--- src/rtl/hms_time_counter_if.sv ---
// ============================================================================
// Module   : hms_time_counter_if
// Brief    : Button inputs and display-stage outputs of the time-of-day counter.
// Revision : 1.0
// ============================================================================
`default_nettype none

interface hms_time_counter_if;
    logic       btn_mode;
    logic       btn_inc;
    logic [1:0] mode;
    logic       sec_tick;
    logic [7:0] sec_bcd;
    logic [3:0] val3;
    logic [3:0] val2;
    logic [3:0] val1;
    logic [3:0] val0;
    logic       dot3;
    logic       dot2;
    logic       dot1;
    logic       dot0;

    modport master (
        output btn_mode, btn_inc,
        input  mode, sec_tick, sec_bcd, val3, val2, val1, val0,
        input  dot3, dot2, dot1, dot0
    );

    modport slave (
        input  btn_mode, btn_inc,
        output mode, sec_tick, sec_bcd, val3, val2, val1, val0,
        output dot3, dot2, dot1, dot0
    );
endinterface

`default_nettype wire

--- src/rtl/hms_time_counter.sv ---
// ============================================================================
// Module   : hms_time_counter
// Brief    : 24-hour BCD hh:mm:ss counter with two-button hour/minute setting.
// Revision : 1.0
// ============================================================================
`default_nettype none

module hms_time_counter #(
    parameter int TICK_DIV = 100_000_000
) (
    input  wire logic         clk,
    input  wire logic         rst_n,
    hms_time_counter_if.slave bus
);

    localparam int              c_PW       = (TICK_DIV > 2) ? $clog2(TICK_DIV) : 1;
    localparam logic [c_PW-1:0] c_TICK_MAX = c_PW'(TICK_DIV - 1);
    localparam logic [c_PW-1:0] c_HALF     = c_PW'(TICK_DIV / 2);

    typedef enum logic [1:0] {
        S_RUN     = 2'd0,
        S_SET_HR  = 2'd1,
        S_SET_MIN = 2'd2
    } state_t;

    state_t          r_state;
    state_t          w_state_nxt;
    logic [c_PW-1:0] r_presc;
    logic [c_PW-1:0] w_presc_nxt;

    logic [1:0] r_hr_t;
    logic [3:0] r_hr_u;
    logic [2:0] r_min_t;
    logic [3:0] r_min_u;
    logic [2:0] r_sec_t;
    logic [3:0] r_sec_u;

    logic [1:0] w_hr_t_nxt;
    logic [3:0] w_hr_u_nxt;
    logic [2:0] w_min_t_nxt;
    logic [3:0] w_min_u_nxt;
    logic [2:0] w_sec_t_nxt;
    logic [3:0] w_sec_u_nxt;

    logic w_tick;
    logic w_blink;
    logic w_sec_wrap;
    logic w_min_wrap;
    logic w_hr_wrap;
    logic w_sec_inc;
    logic w_sec_clr;
    logic w_min_inc;
    logic w_hr_inc;

    assign w_tick     = (r_presc == c_TICK_MAX);
    assign w_blink    = (r_presc < c_HALF);
    assign w_sec_wrap = (r_sec_t == 3'd5) && (r_sec_u == 4'd9);
    assign w_min_wrap = (r_min_t == 3'd5) && (r_min_u == 4'd9);
    assign w_hr_wrap  = (r_hr_t == 2'd2) && (r_hr_u == 4'd3);

    // Mode changes take priority over increments in the same cycle.
    always_comb begin : p_fsm_next
        w_state_nxt = r_state;
        w_sec_inc   = 1'b0;
        w_sec_clr   = 1'b0;
        w_min_inc   = 1'b0;
        w_hr_inc    = 1'b0;
        case (r_state)
            S_RUN: begin
                if (bus.btn_mode) begin
                    w_state_nxt = S_SET_HR;
                end
                w_sec_inc = w_tick;
                w_min_inc = w_tick && w_sec_wrap;
                w_hr_inc  = w_tick && w_sec_wrap && w_min_wrap;
            end
            S_SET_HR: begin
                if (bus.btn_mode) begin
                    w_state_nxt = S_SET_MIN;
                end else begin
                    w_hr_inc = bus.btn_inc;
                end
            end
            S_SET_MIN: begin
                if (bus.btn_mode) begin
                    w_state_nxt = S_RUN;
                    w_sec_clr   = 1'b1;
                end else begin
                    w_min_inc = bus.btn_inc;
                end
            end
            default: begin
                w_state_nxt = S_RUN;
            end
        endcase
    end

    always_comb begin : p_time_next
        w_sec_t_nxt = r_sec_t;
        w_sec_u_nxt = r_sec_u;
        w_min_t_nxt = r_min_t;
        w_min_u_nxt = r_min_u;
        w_hr_t_nxt  = r_hr_t;
        w_hr_u_nxt  = r_hr_u;

        if (w_sec_clr) begin
            w_sec_t_nxt = 3'd0;
            w_sec_u_nxt = 4'd0;
        end else if (w_sec_inc) begin
            if (r_sec_u == 4'd9) begin
                w_sec_u_nxt = 4'd0;
                w_sec_t_nxt = w_sec_wrap ? 3'd0 : r_sec_t + 3'd1;
            end else begin
                w_sec_u_nxt = r_sec_u + 4'd1;
            end
        end

        if (w_min_inc) begin
            if (r_min_u == 4'd9) begin
                w_min_u_nxt = 4'd0;
                w_min_t_nxt = w_min_wrap ? 3'd0 : r_min_t + 3'd1;
            end else begin
                w_min_u_nxt = r_min_u + 4'd1;
            end
        end

        // Hours roll 23 -> 00 before the units-digit 9 -> 0 carry is considered.
        if (w_hr_inc) begin
            if (w_hr_wrap) begin
                w_hr_t_nxt = 2'd0;
                w_hr_u_nxt = 4'd0;
            end else if (r_hr_u == 4'd9) begin
                w_hr_t_nxt = r_hr_t + 2'd1;
                w_hr_u_nxt = 4'd0;
            end else begin
                w_hr_u_nxt = r_hr_u + 4'd1;
            end
        end
    end

    // Leaving SET_MIN restarts the second so the next tick is a full period away.
    always_comb begin : p_presc_next
        if (w_sec_clr || w_tick) begin
            w_presc_nxt = '0;
        end else begin
            w_presc_nxt = r_presc + c_PW'(1);
        end
    end

    always_ff @(posedge clk or negedge rst_n) begin : p_state_reg
        if (!rst_n) begin
            r_state <= S_RUN;
            r_presc <= '0;
            r_hr_t  <= 2'd0;
            r_hr_u  <= 4'd0;
            r_min_t <= 3'd0;
            r_min_u <= 4'd0;
            r_sec_t <= 3'd0;
            r_sec_u <= 4'd0;
        end else begin
            r_state <= w_state_nxt;
            r_presc <= w_presc_nxt;
            r_hr_t  <= w_hr_t_nxt;
            r_hr_u  <= w_hr_u_nxt;
            r_min_t <= w_min_t_nxt;
            r_min_u <= w_min_u_nxt;
            r_sec_t <= w_sec_t_nxt;
            r_sec_u <= w_sec_u_nxt;
        end
    end

    always_comb begin : p_dots
        bus.dot3 = 1'b0;
        bus.dot2 = 1'b0;
        bus.dot1 = 1'b0;
        bus.dot0 = 1'b0;
        case (r_state)
            S_RUN: begin
                bus.dot2 = w_blink;
            end
            S_SET_HR: begin
                bus.dot3 = w_blink;
                bus.dot2 = w_blink;
            end
            S_SET_MIN: begin
                bus.dot1 = w_blink;
                bus.dot0 = w_blink;
            end
            default: begin
                bus.dot2 = w_blink;
            end
        endcase
    end

    assign bus.mode     = r_state;
    assign bus.sec_tick = w_tick;
    assign bus.sec_bcd  = {1'b0, r_sec_t, r_sec_u};
    assign bus.val3     = {2'b00, r_hr_t};
    assign bus.val2     = r_hr_u;
    assign bus.val1     = {1'b0, r_min_t};
    assign bus.val0     = r_min_u;

endmodule

`default_nettype wire
--- src/flat_wrapper.sv ---
// flat-port wrapper written by rule: the top's interface ports become plain ports
module hms_time_counter_flat 
#(
    parameter int TICK_DIV = 100_000_000
)
  (clk, rst_n, bus_btn_mode, bus_btn_inc, bus_mode, bus_sec_tick, bus_sec_bcd, bus_val3, bus_val2, bus_val1, bus_val0, bus_dot3, bus_dot2, bus_dot1, bus_dot0);
  hms_time_counter_if bus_i ();
  input  wire logic clk;
  input  wire logic rst_n;
  input wire logic [$bits(bus_i.btn_mode)-1:0] bus_btn_mode;
  input wire logic [$bits(bus_i.btn_inc)-1:0] bus_btn_inc;
  output wire logic [$bits(bus_i.mode)-1:0] bus_mode;
  output wire logic [$bits(bus_i.sec_tick)-1:0] bus_sec_tick;
  output wire logic [$bits(bus_i.sec_bcd)-1:0] bus_sec_bcd;
  output wire logic [$bits(bus_i.val3)-1:0] bus_val3;
  output wire logic [$bits(bus_i.val2)-1:0] bus_val2;
  output wire logic [$bits(bus_i.val1)-1:0] bus_val1;
  output wire logic [$bits(bus_i.val0)-1:0] bus_val0;
  output wire logic [$bits(bus_i.dot3)-1:0] bus_dot3;
  output wire logic [$bits(bus_i.dot2)-1:0] bus_dot2;
  output wire logic [$bits(bus_i.dot1)-1:0] bus_dot1;
  output wire logic [$bits(bus_i.dot0)-1:0] bus_dot0;
  assign bus_i.btn_mode = bus_btn_mode;
  assign bus_i.btn_inc = bus_btn_inc;
  assign bus_mode = bus_i.mode;
  assign bus_sec_tick = bus_i.sec_tick;
  assign bus_sec_bcd = bus_i.sec_bcd;
  assign bus_val3 = bus_i.val3;
  assign bus_val2 = bus_i.val2;
  assign bus_val1 = bus_i.val1;
  assign bus_val0 = bus_i.val0;
  assign bus_dot3 = bus_i.dot3;
  assign bus_dot2 = bus_i.dot2;
  assign bus_dot1 = bus_i.dot1;
  assign bus_dot0 = bus_i.dot0;
  hms_time_counter #(.TICK_DIV(TICK_DIV)) u_core (.clk(clk), .rst_n(rst_n), .bus(bus_i));
endmodule
--- config.mk ---
export PLATFORM = sky130hd
export DESIGN_NAME = hms_time_counter_flat
export DESIGN_NICKNAME = d
export VERILOG_FILES = /design/src/rtl/hms_time_counter_if.sv /design/src/rtl/hms_time_counter.sv /design/src/flat_wrapper.sv
export SDC_FILE = /design/constraint.sdc
export NUM_CORES = 1
export LEC_CHECK = 0
export CORE_ASPECT_RATIO = 1.1
export CORE_MARGIN = 4
export CORE_UTILIZATION = 55
export CTS_BUF_LIST = sky130_fd_sc_hd__clkbuf_4
export CTS_CLUSTER_DIAMETER = 40
export DETAILED_ROUTE_END_ITERATION = 10
export PLACE_DENSITY = 0.8
export SLEW_MARGIN = 20
export SYNTH_ARGS = -nofsm -noshare
export SYNTH_HDL_FRONTEND = slang
export SYNTH_SLANG_ARGS = --single-unit
--- constraint.sdc ---
create_clock -name clk -period 3.1 [get_ports clk]
set_clock_uncertainty 0.15 [all_clocks]
set_input_delay 0.93 -clock clk [delete_from_list [all_inputs] [get_ports clk]]
set_output_delay 0.93 -clock clk [all_outputs]
set_load 0.02 [all_outputs]
==> summary.txt, run 1 <==
Starting Density: 57.4%
Vias: 2,192
Reg2reg path depth: 7
#FFs+latches synth: 49
RSZ-0062 raised after global routing: yes
Most used DFF post-synth: dfrtp_1
Cell count after synthesis: 284
GPL Wtd Cong: 0.833
# hold bufs at CTS: 0
Vias in the first global route: 2,152
Leading area contributor after synthesis: dfrtp_1
DRT Wirelength: 5.66 mm
Most common cell in the netlist: dfrtp_1
EDFF count, synth: 0
Crit-path cells: or4_4 > o211ai_1 > nand2b_1 > a21oi_2 > a2bb2oi_2 > buf_4 > nor3b_4 > buf_6
CTS Root Cell: clkbuf_4
Max-slew headroom: 61.8%
Clock Pin Slew Worst Setup and Hold Paths: 0.13 ns
Crit Path Class: reg2out
CP Launch Type: flip-flop
Required time worst endpoint: 2.02 ns
Post-Syn Area: 0.00269 mm²
Final total power: 2.25 mW
Die X: 74.7 µm
Initial antenna violation count: 0
Arrival @ worst endpoint: 2.41 ns
Final global-route overflow total: 0
Pre-CTS setup slack: -0.506 ns
FP Rows: 26
Share of post-route cells with drive strength above 1: 16.5%
Post-synth cell types: 51
Synth area leaders: dfrtp_1 46%, nor2_1 6.6%, xor2_1 6.2%
Antenna diode instance count: 0
Starting DRT DRC Count: 90
Top Ports: 35
Max IR drop VDD: 0.414 mV
Crit path largest cell delay: 0.54 ns
First-pass GRT wire length: 10.0 mm
# H-tree levels: 2
Util after Layout: 71.5%
Max-cap violations: 0
Finish-stage setup viols: 4
Slew Viols, Final: 0
Reg-to-reg startpoint: u_core.r_sec_u[0]
HP Class: in2async
Die Y: 81.3 µm
Status: complete, but fails checks
DP Wirelength: 4.15 mm
First-pass DRT Iterations: 4
CTS Buffer Depth: 2
Asr flop ratio synth: 100%
Core box area: 0.00468 mm²
Crit Reg-Reg Endpoint: u_core.bus.val0[3]
Fin crit period: 3.49 ns
Fmax: 287 MHz
Total clock buffers created by CTS: 5
CTS tree: yes
Global Route Usage Sum: 21.5%
Failing checks: setup timing
Post-synth top cells: 49 x dfrtp_1, 47 x nor2_1, 19 x xor2_1
Die ar.: 0.00607 mm²
Clk_lat worst skew: 0.37 ns
Via-per-instance ratio: 5.54
Hold WS: 0.382 ns
Yosys warns: 0
Tcrit/Tclk final: 113%
Hold Fails Final Rpt: 0
Syn avg cell area: 9.47 µm²
Tightest Pin Transition: 0.573 ns
R2r setup slk: 0.61 ns
Sequential share of the synthesized area: 45.6%
Post-route setup slack: -0.388 ns
DRC errors left: 0
Slowest-stage cell, CP: or4_4
CP max FO: 2
Port buffer count: 30
TritonCTS Sinks: 49
Top-area cell type share of the netlist area: 45.6%
Post-DRT Antenna Nets: 0
Setup TNS: -1.51 ns
Synth-to-Final Area Change: 24.5%
PwrDens: 673 mW/mm²
P_leak: 1.51 nW
Largest net degree at the start of global routing: 28
Final nets: 350
Routed WL per cell: 14.3 µm
Crit. End Element: output port
-- repair_timing --
action | CTS | global route
resized for setup | 30 | 6
pin swaps | 6 | 2
buffers inserted | 1 | 3
setup endpoints to repair | 5 | 5
-- state kept, by name, indices dropped and copies added (netlist names) --
name and count:
u_core.bus.val0 4, u_core.r_hr_t 2, u_core.bus.mode 2, u_core.r_presc 27
u_core.bus.val2 4, u_core.r_sec_t 3, u_core.r_min_t 3, u_core.r_sec_u 4
-- per-stage QoR --
step                      instance area [µm²]  std cells
after floorplan                          2720        287
after global placement                   3210        384
after detailed placement                 3210        384
after CTS                                3290        393
after global routing                     3350        396
final                                    3350        396
-- worst max path at each step --
stage | end | slack [ns] | cells after the start | startpoint
2_1_floorplan | bus_dot3 | -0.09 | 6 | u_core.r_presc[11]
3_3_place_gp | bus_dot3 | -0.47 | 7 | u_core.r_presc[11]
3_5_place_dp | bus_dot3 | -0.51 | 7 | u_core.r_presc[11]
4_1_cts | bus_dot0 | -0.41 | 8 | u_core.r_presc[8]
5_1_grt | bus_dot1 | -0.49 | 8 | u_core.r_presc[8]
6_report | bus_dot1 | -0.39 | 8 | u_core.r_presc[8]
-- worst max-delay path: cells and delay by family, from the launching register on --
family | cells | cell delay [ns]
simple gates | 3 | 0.87
compound gates | 3 | 0.49
flops | 1 | 0.40
buf+inv | 2 | 0.29
-- final cells by class --
type                    instances  area, µm²
clock inverters                 3       12.5
clock buffers                   5       37.5
flip-flops and latches         49       1230
repair buffers                 57        513
multi-input cells             218       1460
well taps                      56       70.1
fillers                       380       1340
inverters                       8       30.0
-- power by group --
group          internal [mW]  switching [mW]  total (mW)
clock network         0.0825           0.198       0.281
logic                  0.478           0.474       0.952
registers              0.793           0.226        1.02
total                   1.35           0.899        2.25
-- layer usage --
layer  global-route usage, %  part of all wire, %
met1                    27.5                   44
met2                    36.6                   51
met3                    3.59                  3.3
met4                    7.12                  1.6
met5                       0                    0
-- kinds of logic (layout without fill, tap and decap cells) --
group / Yosys count / after routing / synth area share [%]
multiplexers: 2 / 2 / 0.838
AND/OR/NAND/NOR: 146 / 146 / 30.4
AO/OA/AOI/OAI: 28 / 28 / 6.10
XOR/XNOR: 31 / 31 / 10.1
flip-flops: 49 / 49 / 45.6
adder cells (fa/ha/maj): 7 / 7 / 3.26
buffers and inverters: 20 / 73 / 3.54
other: 1 / 4 / 0.139
-- cell usage in the layout, fill, tap and decap left out, drive strengths merged, types with 2 or more instances in the layout --
cell type,netlist,final
or3,3,3
nand4,9,9
nor2b,5,5
xor2,19,19
mux2,2,2
and3b,2,2
a21oi,10,10
nand2b,5,5
and3,4,4
dfrtp,49,49
clkinv,0,3
inv,8,8
nand2,17,17
nor2,47,47
and2,6,6
buf,8,32
a21o,2,2
ha,7,7
or4,2,2
clkdlybuf4s50,0,24
nor3,6,6
o22ai,2,2
nor4b,2,2
clkbuf,4,5
nor4bb,2,2
or3b,2,2
nor3b,2,2
nor4,3,3
and4,5,5
conb,1,4
xnor2,12,12
o21ai,9,9
nand3,18,18
Power figures use the tool's default switching activity.
==> run 2, diff against run 1 <==
--- a/config.mk
+++ b/config.mk
@@ -6,12 +6,13 @@
 export NUM_CORES = 1
 export LEC_CHECK = 0
 export CORE_ASPECT_RATIO = 1.1
-export CORE_MARGIN = 4
+export CORE_MARGIN = 2
 export CORE_UTILIZATION = 55
 export CTS_BUF_LIST = sky130_fd_sc_hd__clkbuf_4
 export CTS_CLUSTER_DIAMETER = 40
 export DETAILED_ROUTE_END_ITERATION = 10
 export PLACE_DENSITY = 0.8
+export SETUP_SLACK_MARGIN = 0.5
 export SLEW_MARGIN = 20
 export SYNTH_ARGS = -nofsm -noshare
 export SYNTH_HDL_FRONTEND = slang
==> summary.txt, run 2 (same netlist as run 1, synthesis figures left out) <==
Status: complete, but fails checks (unchanged)
Failing checks: setup timing (unchanged)
Antenna diode instance count: 0 (unchanged)
Total clock buffers created by CTS: 5 (unchanged)
Max IR drop VDD: 0.363 mV (was 0.414 mV)
Clock Pin Slew Worst Setup and Hold Paths: 0.13 ns (about the same)
CTS Root Cell: clkbuf_4 (unchanged)
Final Cell Area: 0.00338 mm² (was 0.00335 mm²)
Dpl cells: 382 (was 384)
Reg-to-reg startpoint: u_core.r_presc[11] (was u_core.r_sec_u[0])
Crit. End Element: output port (unchanged)
Arrival @ worst endpoint: 2.27 ns (was 2.41 ns)
Slew Viols, Final: 0 (unchanged)
First-pass DRT Iterations: 4 (unchanged)
Post-route setup slack: -0.254 ns (was -0.388 ns)
Tightest Pin Transition: 0.630 ns (was 0.573 ns)
Die Y: 77.3 µm (was 81.3 µm)
DRT Wirelength: 5.61 mm (was 5.66 mm)
Setup crit start: u_core.r_presc[11] (was u_core.r_presc[8])
Max-cap violations: 0 (unchanged)
CTS tree: yes (unchanged)
TritonCTS Sinks: 49 (unchanged)
Port buffer count: 30 (unchanged)
Final global-route overflow total: 0 (unchanged)
P_leak: 1.65 nW (was 1.51 nW)
Placed Instance Area: 0.00321 mm² (about the same)
# H-tree levels: 2 (unchanged)
Vias: 2,205 (was 2,192)
CP Launch Type: flip-flop (unchanged)
Reg2reg path depth: 7 (unchanged)
Routed WL per cell: 14.2 µm (was 14.3 µm)
Hold wc startpoint: u_core.r_hr_t[0]
Core box area: 0.00468 mm² (unchanged)
Util after Layout: 72.2% (was 71.5%)
WHS Path Cells: 1
DP Wirelength: 4.07 mm (was 4.15 mm)
Final nets: 349 (was 350)
Crit Reg-Reg Endpoint: u_core.bus.val2[2] (was u_core.bus.val0[3])
Hold endpoint: u_core.r_hr_t[0]
Top Ports: 35 (unchanged)
Final total power: 2.33 mW (was 2.25 mW)
Max-slew headroom: 57.6% (was 61.8%)
Hold WS: 0.387 ns (was 0.382 ns)
Initial antenna violation count: 0 (unchanged)
Crit Path Class: reg2out (unchanged)
RSZ-0062 raised after global routing: yes (unchanged)
Starting DRT DRC Count: 110 (was 90)
Share of post-route cells with drive strength above 1: 18.0% (was 16.5%)
Die X: 70.7 µm (was 74.7 µm)
CP max FO: 3 (was 2)
Global Route Usage Sum: 21.9% (was 21.5%)
PwrDens: 690 mW/mm² (was 673 mW/mm²)
Required time worst endpoint: 2.02 ns (about the same)
Max reg flops: 27 (unchanged)
Most frequent cells in the layout: 47 x nor2_1, 46 x dfrtp_1, 26 x buf_4 (was 49 x dfrtp_1, 47 x nor2_1, 27 x buf_4)
R2r setup slk: 0.64 ns (was 0.61 ns)
HP Class: reg2reg (was in2async)
Largest net degree at the start of global routing: 28 (unchanged)
Starting Density: 57.4% (unchanged)
Hold Fails Final Rpt: 0 (unchanged)
First-pass GRT wire length: 9.60 mm (was 10.0 mm)
Fin crit period: 3.35 ns (was 3.49 ns)
# hold bufs at CTS: 0 (unchanged)
Via-per-instance ratio: 5.58 (was 5.54)
CTS Buffer Depth: 2 (unchanged)
GPL Wtd Cong: 0.838 (was 0.833)
Vias in the first global route: 2,077 (was 2,152)
Fmax: 298 MHz (was 287 MHz)
Synth-to-Final Area Change: 25.8% (was 24.5%)
Commonest non-fill, non-tap cell in the layout: nor2_1 (was dfrtp_1)
Finish-stage setup viols: 4 (unchanged)
Clk_lat worst skew: 0.37 ns (about the same)
Tcrit/Tclk final: 108% (was 113%)
Top reg by flops: u_core.r_presc (unchanged)
Post-DRT Antenna Nets: 0 (unchanged)
DRC errors left: 0 (unchanged)
Die ar.: 0.00546 mm² (was 0.00607 mm²)
Final cell count without fillers: 395 (was 396)
FP Rows: 26 (unchanged)
==> run 2: cell count changes in the layout (fill, tap and decap cells not counted), moves of 2 or more <==
cell	previous run	this run
dlymetal6s2s_1	0	9
dfrtp_1	49	46
dfrtp_2	0	3
dlygate4sd2_1	0	2
clkdlybuf4s50_1	24	13
==> run 2: power by group <==
| group | switching [mW] | total, mW | internal (mW) |
|---|---|---|---|
| logic | 0.472 | 0.940 | 0.468 |
| registers | 0.228 | 1.02 | 0.797 |
| clock network | 0.191 | 0.368 | 0.177 |
| total | 0.891 | 2.33 | 1.44 |
==> run 2: critical path, stage by stage, from the launching register on <==
cell and delay [ns]:
dfrtp_1 0.40, or4_4 0.53, o211ai_1 0.18, nand2b_1 0.09, a21oi_2 0.15, a2bb2oi_2 0.17
nor3b_4 0.24, buf_6 0.15
==> run 2: through the flow <==
step / setup slack [ns] / TNS, ns
floorplan: 0.0458 / 0
global placement: -0.368 / -1.14
detailed placement: -0.385 / -1.23
CTS: -0.275 / -1.05
global route: -0.400 / -1.49
finish: -0.254 / -0.948
==> run 2: worst max path at each step <==
| stage | end | cells after the start | slack, ns |
|---|---|---|---|
| 6_report | bus_dot0 | 7 | -0.25 |
| 5_1_grt | bus_dot3 | 7 | -0.40 |
| 4_1_cts | bus_dot3 | 7 | -0.27 |
| 3_5_place_dp | bus_dot3 | 7 | -0.38 |
| 3_3_place_gp | bus_dot3 | 7 | -0.37 |
| 2_1_floorplan | bus_dot1 | 7 | 0.05 |
==> run 2: routing by layer <==
layer,share of wire (%),GRT usage [%],up-vias
met5,0,0,-
met3,3.6,4.94,8
met1,44,29.9,1071
met4,1.7,7.74,0
met2,50,34.4,46
li1,-,-,1080
==> run 2: layout make-up <==
class | count | area, µm²
Inverter | 8 | 30.0
Clock inverter | 2 | 33.8
Tap cell | 56 | 70.1
Sequential cell | 49 | 1230
Timing Repair Buffer | 56 | 526
Clock buffer | 6 | 45.0
Multi-Input combinational cell | 218 | 1450
Fill cell | 367 | 1300
==> run 2: repair_timing <==
| action | 4_1_cts | 5_1_grt |
|---|---|---|
| setup endpoints to repair | 9 | 14 |
| resized for setup | 38 | 11 |
| pin swaps | 4 | 3 |
| gates cloned | 0 | 0 |
| setup buffers | 5 | 0 |
==> variant: new RTL, config.mk and constraints of run 2 <==
Reset style: synchronous (`rst_n`), changed in one clocked block.
--- a/src/rtl/hms_time_counter.sv
+++ b/src/rtl/hms_time_counter.sv
@@ -148,5 +148,5 @@
     end
 
-    always_ff @(posedge clk or negedge rst_n) begin : p_state_reg
+    always_ff @(posedge clk) begin : p_state_reg
         if (!rst_n) begin
             r_state <= S_RUN;
Formal check against the unedited RTL: differs if rst_n is asserted again (counterexample within 4 cycles, from zero or initial values and one cycle with rst_n low); with rst_n held inactive, the same outputs for 10 cycles.
==> variant against run 2 <==
Utilization down 1.4 points. Worst setup slack better by 0.28 ns. Design area down 8.9%. Sequential cell count unchanged. Synthesized area down 7.0%. Hold slack worse by 0.11 ns. Routed wire length down 12%. Fmax up 9.1%.
Power is not compared: it rests on default switching activity, and its combinational part moved more than twofold at a synthesized area within 25%.
==> variant: results (changes against run 2) <==
* Status: complete, no violations (was finished with violations)
* First-pass GRT wire length at 8.32 mm (was 9.60 mm)
* Share of cells above drive strength 1 at 16.2% (was 18.0%)
* Adder-Cell Fraction of Synth Area at 2.50% (was 3.26%)
* Mux share of post-synthesis cell area at 1.20% (was 0.838%)
* Reg2Reg Depth at 9 (was 7)
* Crit-path leading delay family: compound AO/OA/AOI/OAI gates (was simple AND/OR/NAND/NOR gates)
* Complex-gate fraction of the synthesized area at 7.55% (was 6.10%)
* Worst hold margin at 0.276 ns (was 0.387 ns)
* Fmax at 0.325 GHz (was 0.298 GHz)
* FF-to-FF End: u_core.r_sec_t[0]$_SDFFE_PP0P_ (was u_core.bus.val2[2]$_DFFE_PN0P_)
* WL per Instance at 12.5 µm (was 14.2 µm)
* Vias at 2096 (was 2205)
* CP startpoint: u_core.r_presc[11]$_SDFF_PP0_ (was u_core.r_presc[11]$_DFF_PN0_)
* Global-route usage over all layers at 20.8% (was 21.9%)
* RD Place Congestion at 0.877 (was 0.838)
* Clk_lat worst skew at 0.35 ns (was 0.37 ns)
* Worst Hold End: u_core.r_presc[0]$_SDFF_PP0_ (was u_core.r_hr_t[0]$_DFFE_PN0P_)
* Tightest Pin Transition at 0.647 ns (was 0.630 ns)
* Synth cell types at 47 (was 51)
* Mapped Avg Cell Area at 8.51 µm² (was 9.47 µm²)
* Sequential share of the synthesized area at 39.2% (was 45.6%)
* Routed wl met2 at 2.44 mm (was 2.83 mm)
* Met3 usage at 4.63% (was 4.94%)
* Post-DP HPWL at 3.53 mm (was 4.07 mm)
==> variant: cell types whose count changed in the layout (fill, tap and decap cells not counted), moves of 4 or more <==
cell	before	now
a21oi_1	9	14
clkdlybuf4s50_1	13	20
nor3b_1	0	6
dfrtp_1	46	0
dlymetal6s2s_1	9	4
and2_1	6	2
buf_4	26	19
nor3_4	0	4
o21ai_0	8	3
and3_1	4	8
dfxtp_2	0	7
dfxtp_1	0	42
==> variant: final cells by class <==
cell class | instances | area share, %
Multi-Input combinational cell | 230 | 49.1
Sequential cell | 49 | 32.1
Timing Repair Buffer | 47 | 14.1
Tap cell | 54 | 2.19
Clock buffer | 6 | 1.46
Inverter | 7 | 0.853
Clock inverter | 1 | 0.122
==> variant: what timing repair did <==
action	in CTS	in global routing
gates resized for setup	36	11
setup buffers	1	4
pin swaps	3	2
setup endpoints to repair	10	9
